File: src/rtl/dut_initiator.sv
// Bus initiator for the AND-gate DUT: polls FIFO status, writes operands A and B,
// reads back Y and returns it on a valid/ready result port.
module dut_initiator #(
  parameter int unsigned POLL_LIMIT = 16
) (
  input  logic       CLK,
  input  logic       RST_N,
  input  logic       job_valid,
  output logic       job_ready,
  input  logic       job_a,
  input  logic       job_b,
  output logic       res_valid,
  input  logic       res_ready,
  output logic       res_y,
  output logic       res_err,
  output logic [2:0] write_address,
  output logic       write_data,
  output logic       write_en,
  input  logic       write_rdy,
  output logic [2:0] read_address,
  output logic       read_en,
  input  logic       read_data,
  input  logic       read_rdy
);

  localparam int unsigned CNT_W = 8;
  localparam logic [CNT_W:0] LIMIT = (CNT_W+1)'(POLL_LIMIT);

  typedef enum logic [2:0] {
    S_IDLE, S_POLL_A, S_WR_A, S_POLL_B, S_WR_B, S_POLL_Y, S_RD_Y, S_RESP
  } state_e;

  state_e             state_q, state_d;
  logic [CNT_W-1:0]   cnt_q, cnt_d;
  logic               a_q, a_d, b_q, b_d;
  logic               y_q, y_d, err_q, err_d;
  logic [CNT_W:0]     cnt_inc;
  logic               rd_done;

  assign cnt_inc = {1'b0, cnt_q} + (CNT_W+1)'(1);
  assign rd_done = read_rdy && read_data;

  // State and datapath registers
  always_ff @(posedge CLK or negedge RST_N) begin
    if (!RST_N) begin
      state_q <= S_IDLE;
      cnt_q   <= '0;
      a_q     <= 1'b0;
      b_q     <= 1'b0;
      y_q     <= 1'b0;
      err_q   <= 1'b0;
    end else begin
      state_q <= state_d;
      cnt_q   <= cnt_d;
      a_q     <= a_d;
      b_q     <= b_d;
      y_q     <= y_d;
      err_q   <= err_d;
    end
  end

  // Next-state and datapath update
  always_comb begin
    state_d = state_q;
    cnt_d   = cnt_q;
    a_d     = a_q;
    b_d     = b_q;
    y_d     = y_q;
    err_d   = err_q;
    case (state_q)
      S_IDLE: begin
        if (job_valid) begin
          a_d     = job_a;
          b_d     = job_b;
          y_d     = 1'b0;
          err_d   = 1'b0;
          cnt_d   = '0;
          state_d = S_POLL_A;
        end
      end
      S_POLL_A, S_POLL_B, S_POLL_Y: begin
        if (read_rdy) begin
          if (rd_done) begin
            cnt_d = '0;
            case (state_q)
              S_POLL_A: state_d = S_WR_A;
              S_POLL_B: state_d = S_WR_B;
              default:  state_d = S_RD_Y;
            endcase
          end else if (cnt_inc >= LIMIT) begin
            // Timeout: already-written operands are not rolled back
            cnt_d   = '0;
            y_d     = 1'b0;
            err_d   = 1'b1;
            state_d = S_RESP;
          end else begin
            cnt_d = cnt_inc[CNT_W-1:0];
          end
        end
      end
      S_WR_A: begin
        if (write_rdy) begin
          cnt_d   = '0;
          state_d = S_POLL_B;
        end
      end
      S_WR_B: begin
        if (write_rdy) begin
          cnt_d   = '0;
          state_d = S_POLL_Y;
        end
      end
      S_RD_Y: begin
        if (read_rdy) begin
          y_d     = read_data;
          err_d   = 1'b0;
          cnt_d   = '0;
          state_d = S_RESP;
        end
      end
      S_RESP: begin
        if (res_ready) state_d = S_IDLE;
      end
      default: state_d = S_IDLE;
    endcase
  end

  // Output decode from registered state only
  always_comb begin
    job_ready     = 1'b0;
    res_valid     = 1'b0;
    res_y         = 1'b0;
    res_err       = 1'b0;
    write_address = 3'd0;
    write_data    = 1'b0;
    write_en      = 1'b0;
    read_address  = 3'd0;
    read_en       = 1'b0;
    case (state_q)
      S_IDLE:   job_ready = 1'b1;
      S_POLL_A: begin read_en = 1'b1; read_address = 3'd0; end
      S_POLL_B: begin read_en = 1'b1; read_address = 3'd1; end
      S_POLL_Y: begin read_en = 1'b1; read_address = 3'd2; end
      S_RD_Y:   begin read_en = 1'b1; read_address = 3'd3; end
      S_WR_A:   begin write_en = 1'b1; write_address = 3'd4; write_data = a_q; end
      S_WR_B:   begin write_en = 1'b1; write_address = 3'd5; write_data = b_q; end
      S_RESP: begin
        res_valid = 1'b1;
        res_y     = y_q;
        res_err   = err_q;
      end
      default: job_ready = 1'b0;
    endcase
  end

endmodule

File: config.mk
export PLATFORM = sky130hd
export DESIGN_NAME = dut_initiator
export DESIGN_NICKNAME = d
export VERILOG_FILES = /design/src/rtl/dut_initiator.sv
export SDC_FILE = /design/constraint.sdc
export NUM_CORES = 1
export LEC_CHECK = 0
export CELL_PAD_IN_SITES_DETAIL_PLACEMENT = 1
export CELL_PAD_IN_SITES_GLOBAL_PLACEMENT = 2
export CORE_ASPECT_RATIO = 0.7
export CORE_MARGIN = 2
export CORE_UTILIZATION = 32
export CTS_BUF_LIST = sky130_fd_sc_hd__clkbuf_2
export DETAILED_ROUTE_END_ITERATION = 8
export GPL_ROUTABILITY_DRIVEN = 0
export PLACE_DENSITY = 0.83
export SLEW_MARGIN = 20
export SYNTH_ARGS = -nofsm -noshare
export SYNTH_HDL_FRONTEND = slang
export SYNTH_SLANG_ARGS = --single-unit
File: constraint.sdc
create_clock -name CLK -period 2.3 [get_ports CLK]
set_clock_uncertainty 0.05 [all_clocks]
set_input_delay 0.46 -clock CLK [delete_from_list [all_inputs] [get_ports CLK]]
set_output_delay 0.46 -clock CLK [all_outputs]
set_load 0.03 [all_outputs]
After elaboration in Yosys (flattened, before gate mapping)
Index checks and enable logic that the tools add are counted.
{"block": "op_classes", "n_addsub": 1, "n_lt_le_gt_ge": 1, "eq_ne": 17, "n_mux": 37, "reduce_logical": 11}
{"cell": "$mux 8", "count": 6}
{"cell": "$pmux 8 s4", "count": 1}
{"cell": "$mux 3", "count": 8}
{"cell": "$pmux 3 s6", "count": 1}
{"cell": "$ne 2x2->1 const B", "count": 8}
{"cell": "$mux 1", "count": 15}
{"cell": "$eq 3x3->1 const B", "count": 4}
{"cell": "$pmux 3 s2", "count": 2}
{"cell": "$add 8x1->9 const B", "count": 1}
{"cell": "$ge 9x5->1 const B", "count": 1}
{"cell": "$reduce_and 7->1", "count": 1}
{"cell": "$eq 3x2->1 const B", "count": 2}
{"cell": "$pmux 1 s3", "count": 2}
{"cell": "$pmux 2 s3", "count": 1}
{"cell": "$reduce_and 6->1", "count": 1}
{"cell": "$reduce_and 5->1", "count": 1}
{"cell": "$reduce_bool 4->1", "count": 1}
{"cell": "$reduce_or 4->1", "count": 1}
{"cell": "$eq 3x1->1 const B", "count": 1}
{"cell": "$logic_not 3->1", "count": 1}
{"cell": "$ne 3x3->1 const B", "count": 1}
{"cell": "$reduce_bool 3->1", "count": 1}
{"cell": "$reduce_or 3->1", "count": 1}
{"cell": "$ne 2x1->1 const B", "count": 1}
{"cell": "other kinds (4)", "count": 4}
{"block": "totals", "register_bits": 15, "inputBits": 9, "output_inout_bits": 13, "word_cells": 73}

Longest topological paths before layout
{"block": "depth", "ltp_word": 6, "mapped_depth": 6, "ltp_nobuf": 6}

Worst setup path before layout
No wires, ideal clock.
{"block": "synth_timing", "path_type": "register to register", "startpoint": "register state_q[2]", "endpoint": "register y_q", "setup_ns": 0.066, "t_arrival_ns": 2.052, "required_ns": 2.184, "setup_slack_ns": 0.133, "stages_incl_launch_ff": 7, "n_path_buf": 1, "synth_period_minus_slack_ns": 2.167, "cell_sequence": "dfrtp_1 > buf_6 > nor3_1 > and3b_1 > o22ai_2 > a2111oi_2 > a31o_1"}
{"block": "synth_via", "elab_chain_cells": 4, "elab_cells_between_ends": 14, "cone_classes": "eq/ne: 9; mux: 1; reduce/logical: 4"}
{"item": "start, declared", "line_no": "33", "source": "state_e state_q, state_d;"}
{"item": "start signal, assigned", "line_no": "53", "source": "state_q <= state_d;"}
{"item": "$eq 3x1->1 (tied with other cells)", "line_no": "70", "source": "case (state_q)"}
{"item": "$reduce_or 3->1", "line_no": "70"}
{"item": "$ne 2x2->1 (no line) or $reduce_bool 3->1 (tied branches)"}
{"item": "$reduce_and 6->1 (no line)"}
{"item": "end signal, assigned", "line_no": "57", "source": "y_q <= y_d;"}
{"item": "end, declared", "line_no": "36", "source": "logic y_q, y_d, err_q, err_d;"}
Several ways; a longest one is shown, not always the timed one.
A chain may end at the register's enable or synchronous reset.

Worst setup path in the final report
{"block": "layout_timing", "startpoint": "register state_q[1]", "endpoint": "output read_en"}
{"block": "layout_via", "elab_chain_cells": 3, "elab_cells_between_ends": 6, "cone_classes": "eq/ne: 4; mux: 1; reduce/logical: 1"}
{"item": "$eq 3x3->1 (tied with other cells)", "line_no": "139", "source": "case (state_q)"}
{"item": "$reduce_or 4->1 (no line) *"}
{"item": "$mux 1 *", "line_no": "139"}
{"item": "end, declared", "line_no": "21", "source": "output logic read_en,"}
Every way passes the cells marked *; elsewhere a longest branch is shown, timed or not.

==> impl_metrics.env <==
export IMPL_avg_inst_size_synth_um2=9.894
export IMPL_worst_hold_path_type="flop to flop"
export IMPL_detailedPlacementHpwl_um=2146
export IMPL_layout_filler_cells=366
export IMPL_reg2reg_depth=5
export IMPL_grtUsageTotal=0.1636
export IMPL_overall_die_area_um2=3825
export IMPL_slew_headroom=0.5417
export IMPL_h_tree_depth=1
export IMPL_std_cell_rows=17
export IMPL_critical_path_slowest_cell="sky130_fd_sc_hd__dfrtp_2"
export IMPL_first_global_vias=970
export IMPL_finalMaxSlewViolations=0
export IMPL_power_per_cell_area_nw_per_um2=1132
export IMPL_area_growth_syn_to_layout_pct=27.28
export IMPL_detailroute_via_count=906
export IMPL_layout_area_seq_um2=379.1
export IMPL_synth_lib_cells_used_distinct=48
export IMPL_dr_first_iter_drc_count=41
export IMPL_antenna_violating_nets_post_route=0
export IMPL_cell_depth_of_the_worst_hold_path=1
export IMPL_layout_common_cells="18 x sky130_fd_sc_hd__buf_4, 12 x sky130_fd_sc_hd__dfrtp_1, 8 x sky130_fd_sc_hd__nand2_1, 8 x sky130_fd_sc_hd__clkdlybuf4s50_1, 7 x sky130_fd_sc_hd__dlygate4sd2_1"
export IMPL_clkSinkCount=15
export IMPL_overflow=0
export IMPL_worst_skew_pair_late_latency_ns=0.28
export IMPL_p_clk_frac=0.085
export IMPL_routed_wirelength_um=2777
export IMPL_seq_area_frac_synth=0.3513
export IMPL_grt_pass1_wl_um=4747
export IMPL_critPathMostFrequentCell="sky130_fd_sc_hd__buf_4"
export IMPL_maxCapViolCount=0
export IMPL_finalHoldViolations=0
export IMPL_diodes=0
export IMPL_top_level_ports=22
export IMPL_synth_edff_count=0
export IMPL_cts_made_buffers=3
export IMPL_post_route_period_util=0.9556
export IMPL_detail_route_vias_per_cell=5.177
export IMPL_io_buffers=19
export IMPL_finalPower_uw=1540
export IMPL_critical_path_cell_chain="buf_4 -> nand2_1 -> buf_4 -> xnor2_1 -> buf_4"
export IMPL_irDropWorstVdd_uv=600.0
export IMPL_fmax_ghz=0.4550
export IMPL_clk_pin_slew_ns=0.15
export IMPL_grt_max_degree=16
export IMPL_post_synth_instance_area_um2=1069
export IMPL_syn_instance_count=108
export IMPL_final_net_count=149
export IMPL_pwr_share_comb=0.627
export IMPL_p_switching_uw=735.5
export IMPL_power_share_sequential=0.288
export IMPL_critical_path_endpoint_category="primary output"
export IMPL_core_area_um2=3169
export IMPL_drive_above_1_share=0.2774
export IMPL_cts_tree="built"
export IMPL_initial_utilization=0.3371
export IMPL_critPathArrivalTime_ns=1.69
export IMPL_leakage_uw=0.0006556
export IMPL_crit_required_ns=1.79
export IMPL_routedWlPerCell_um=15.87
export IMPL_start_kind="flop"
export IMPL_leading_cell_type_in_the_layout_fill_and_taps_excluded="sky130_fd_sc_hd__buf_4"
export IMPL_multi_input_area_um2=613.1
export IMPL_finalNonFillerCells=175
export IMPL_cellInternalPower_uw=804.6
export IMPL_timing_setup_critical_path_class="flop to primary output"
export IMPL_die_w_um=73.07
export IMPL_synthFlopType="sky130_fd_sc_hd__dfrtp_1"
export IMPL_setup_viol=0
export IMPL_clock_path_buffers=2
export IMPL_antenna_violations_before_repair=0
export IMPL_tightestPinTransition_ns=0.6853
export IMPL_period_minus_slack_ns=2.198
export IMPL_ff_latch_count_synth=15
export IMPL_power_switching_fraction=0.4776
export IMPL_post_synthesis_async_set_or_reset_flop_share=1.000
export IMPL_yosysWarnings=0
export IMPL_drcViolationCount=0
export IMPL_ctsRootBufferMaster="sky130_fd_sc_hd__clkbuf_2"
export IMPL_crit_path_max_fanout=10
export IMPL_placed_cells_incl_taps=167
export IMPL_ctsHoldBuffers=0
export IMPL_drt_pass1_iter_count=4
export IMPL_cpPeakStageDelay_ns=0.49
export IMPL_dieHeight_um=52.35
export IMPL_outcome="completed"
export IMPL_reg2reg_slack_ns=0.23
export IMPL_fin_hold_ws_ns=0.4745
cell usage after synthesis (all sizes together) (2+ instances only):
master	instances	share of area
a2111oi	2	0.040
a21boi	3	0.025
a21oi	2	0.0094
a41oi	2	0.023
and2	7	0.042
and3	2	0.012
buf	9	0.069
dfrtp	15	0.35
ha	2	0.023
inv	3	0.011
mux2	3	0.032
mux2i	3	0.028
nand2	8	0.028
nand2b	3	0.025
nand3b	3	0.021
nor2	6	0.021
nor3	4	0.019
nor3b	2	0.025
o21ai	7	0.033
o31ai	2	0.014
xnor2	2	0.016
xor2	2	0.016
power groups by stage:
stage	registers [uW]	clock network (uW)	logic [uW]
after floorplan	361	0	729
after global placement	455	0	936
after detailed placement	457	0	960
after CTS	451	139	934
after global routing	459	146	1060
final	444	130	966
area by class of cell:
| cell class | count | area share |
|---|---|---|
| multi-input cells | 81 | 0.4508 |
| flip-flops and latches | 15 | 0.2788 |
| repair buffers | 34 | 0.2125 |
| well taps | 38 | 0.03496 |
| clock buffers | 4 | 0.01472 |
| inverters | 3 | 0.008280 |
logic make-up (layout without fill, tap and decap cells):
group           after synthesis  count (layout)  share of synthesized area
buf+inv                      13              41                    0.08313
xor+xnor                      4               4                    0.03279
mux                           6               6                    0.05972
compound gates               24              24                     0.1944
flops                        15              15                     0.3513
fa+ha+maj                     3               3                    0.03278
other cells                   1               2                   0.003510
simple gates                 42              42                     0.2424
timing repair:
action | CTS | global route
pin swaps | 0 | 0
endpoints found under the setup margin | 10 | 3
setup buffers | 1 | 3
gates resized for setup | 10 | 2
registers in the layout (all words and copies together) (netlist names):
| name | count |
|---|---|
| y_q | 1 |
| cnt_q | 8 |
| a_q | 1 |
| err_q | 1 |
| b_q | 1 |
| state_q | 3 |
through the flow:
| stage | TNS [ns] | worst slack, ns | util | cell area (um2) |
|---|---|---|---|---|
| final | 0 | 0.1022 | 0.4291 | 1360 |
| after global routing | -0.007819 | -0.007819 | 0.4291 | 1360 |
| after CTS | 0 | 0.02000 | 0.4197 | 1330 |
| after floorplan | 0 | 0.1326 | - | 1072 |
| after global placement | 0 | 0.1507 | 0.4126 | 1308 |
| after detailed placement | 0 | 0.07292 | 0.4126 | 1308 |
metal layers:
| layer | vias up | wire, um | global-route usage |
|---|---|---|---|
| met5 | - | 0 | 0 |
| met2 | 11 | 1314 | 0.2748 |
| met4 | 0 | 17 | 0.02778 |
| li1 | 435 | - | - |
| met3 | 2 | 73 | 0.03846 |
| met1 | 458 | 1372 | 0.2170 |
worst max-delay path, delay by kind of cell (launching register included):
| family | cells | cell delay, ns |
|---|---|---|
| buffers and inverters | 3 | 0.59 |
| and+or+nand+nor | 1 | 0.15 |
| DFF | 1 | 0.49 |
| xor gates and xnor gates | 1 | 0.17 |
final timing paths:
path / end / start
max: read_en / state_q[1]$_DFFE_PN0P_
min: cnt_q[6]$_DFFE_PN0P_ / cnt_q[6]$_DFFE_PN0P_
max reg2reg: cnt_q[3]$_DFFE_PN0P_ / cnt_q[0]$_DFFE_PN0P_
min reg2reg: cnt_q[6]$_DFFE_PN0P_ / cnt_q[6]$_DFFE_PN0P_
max in group asynchronous: state_q[0]$_DFFE_PN0P_ / RST_N
min in group asynchronous: cnt_q[3]$_DFFE_PN0P_ / RST_N
(Power assumes the default switching activity.)
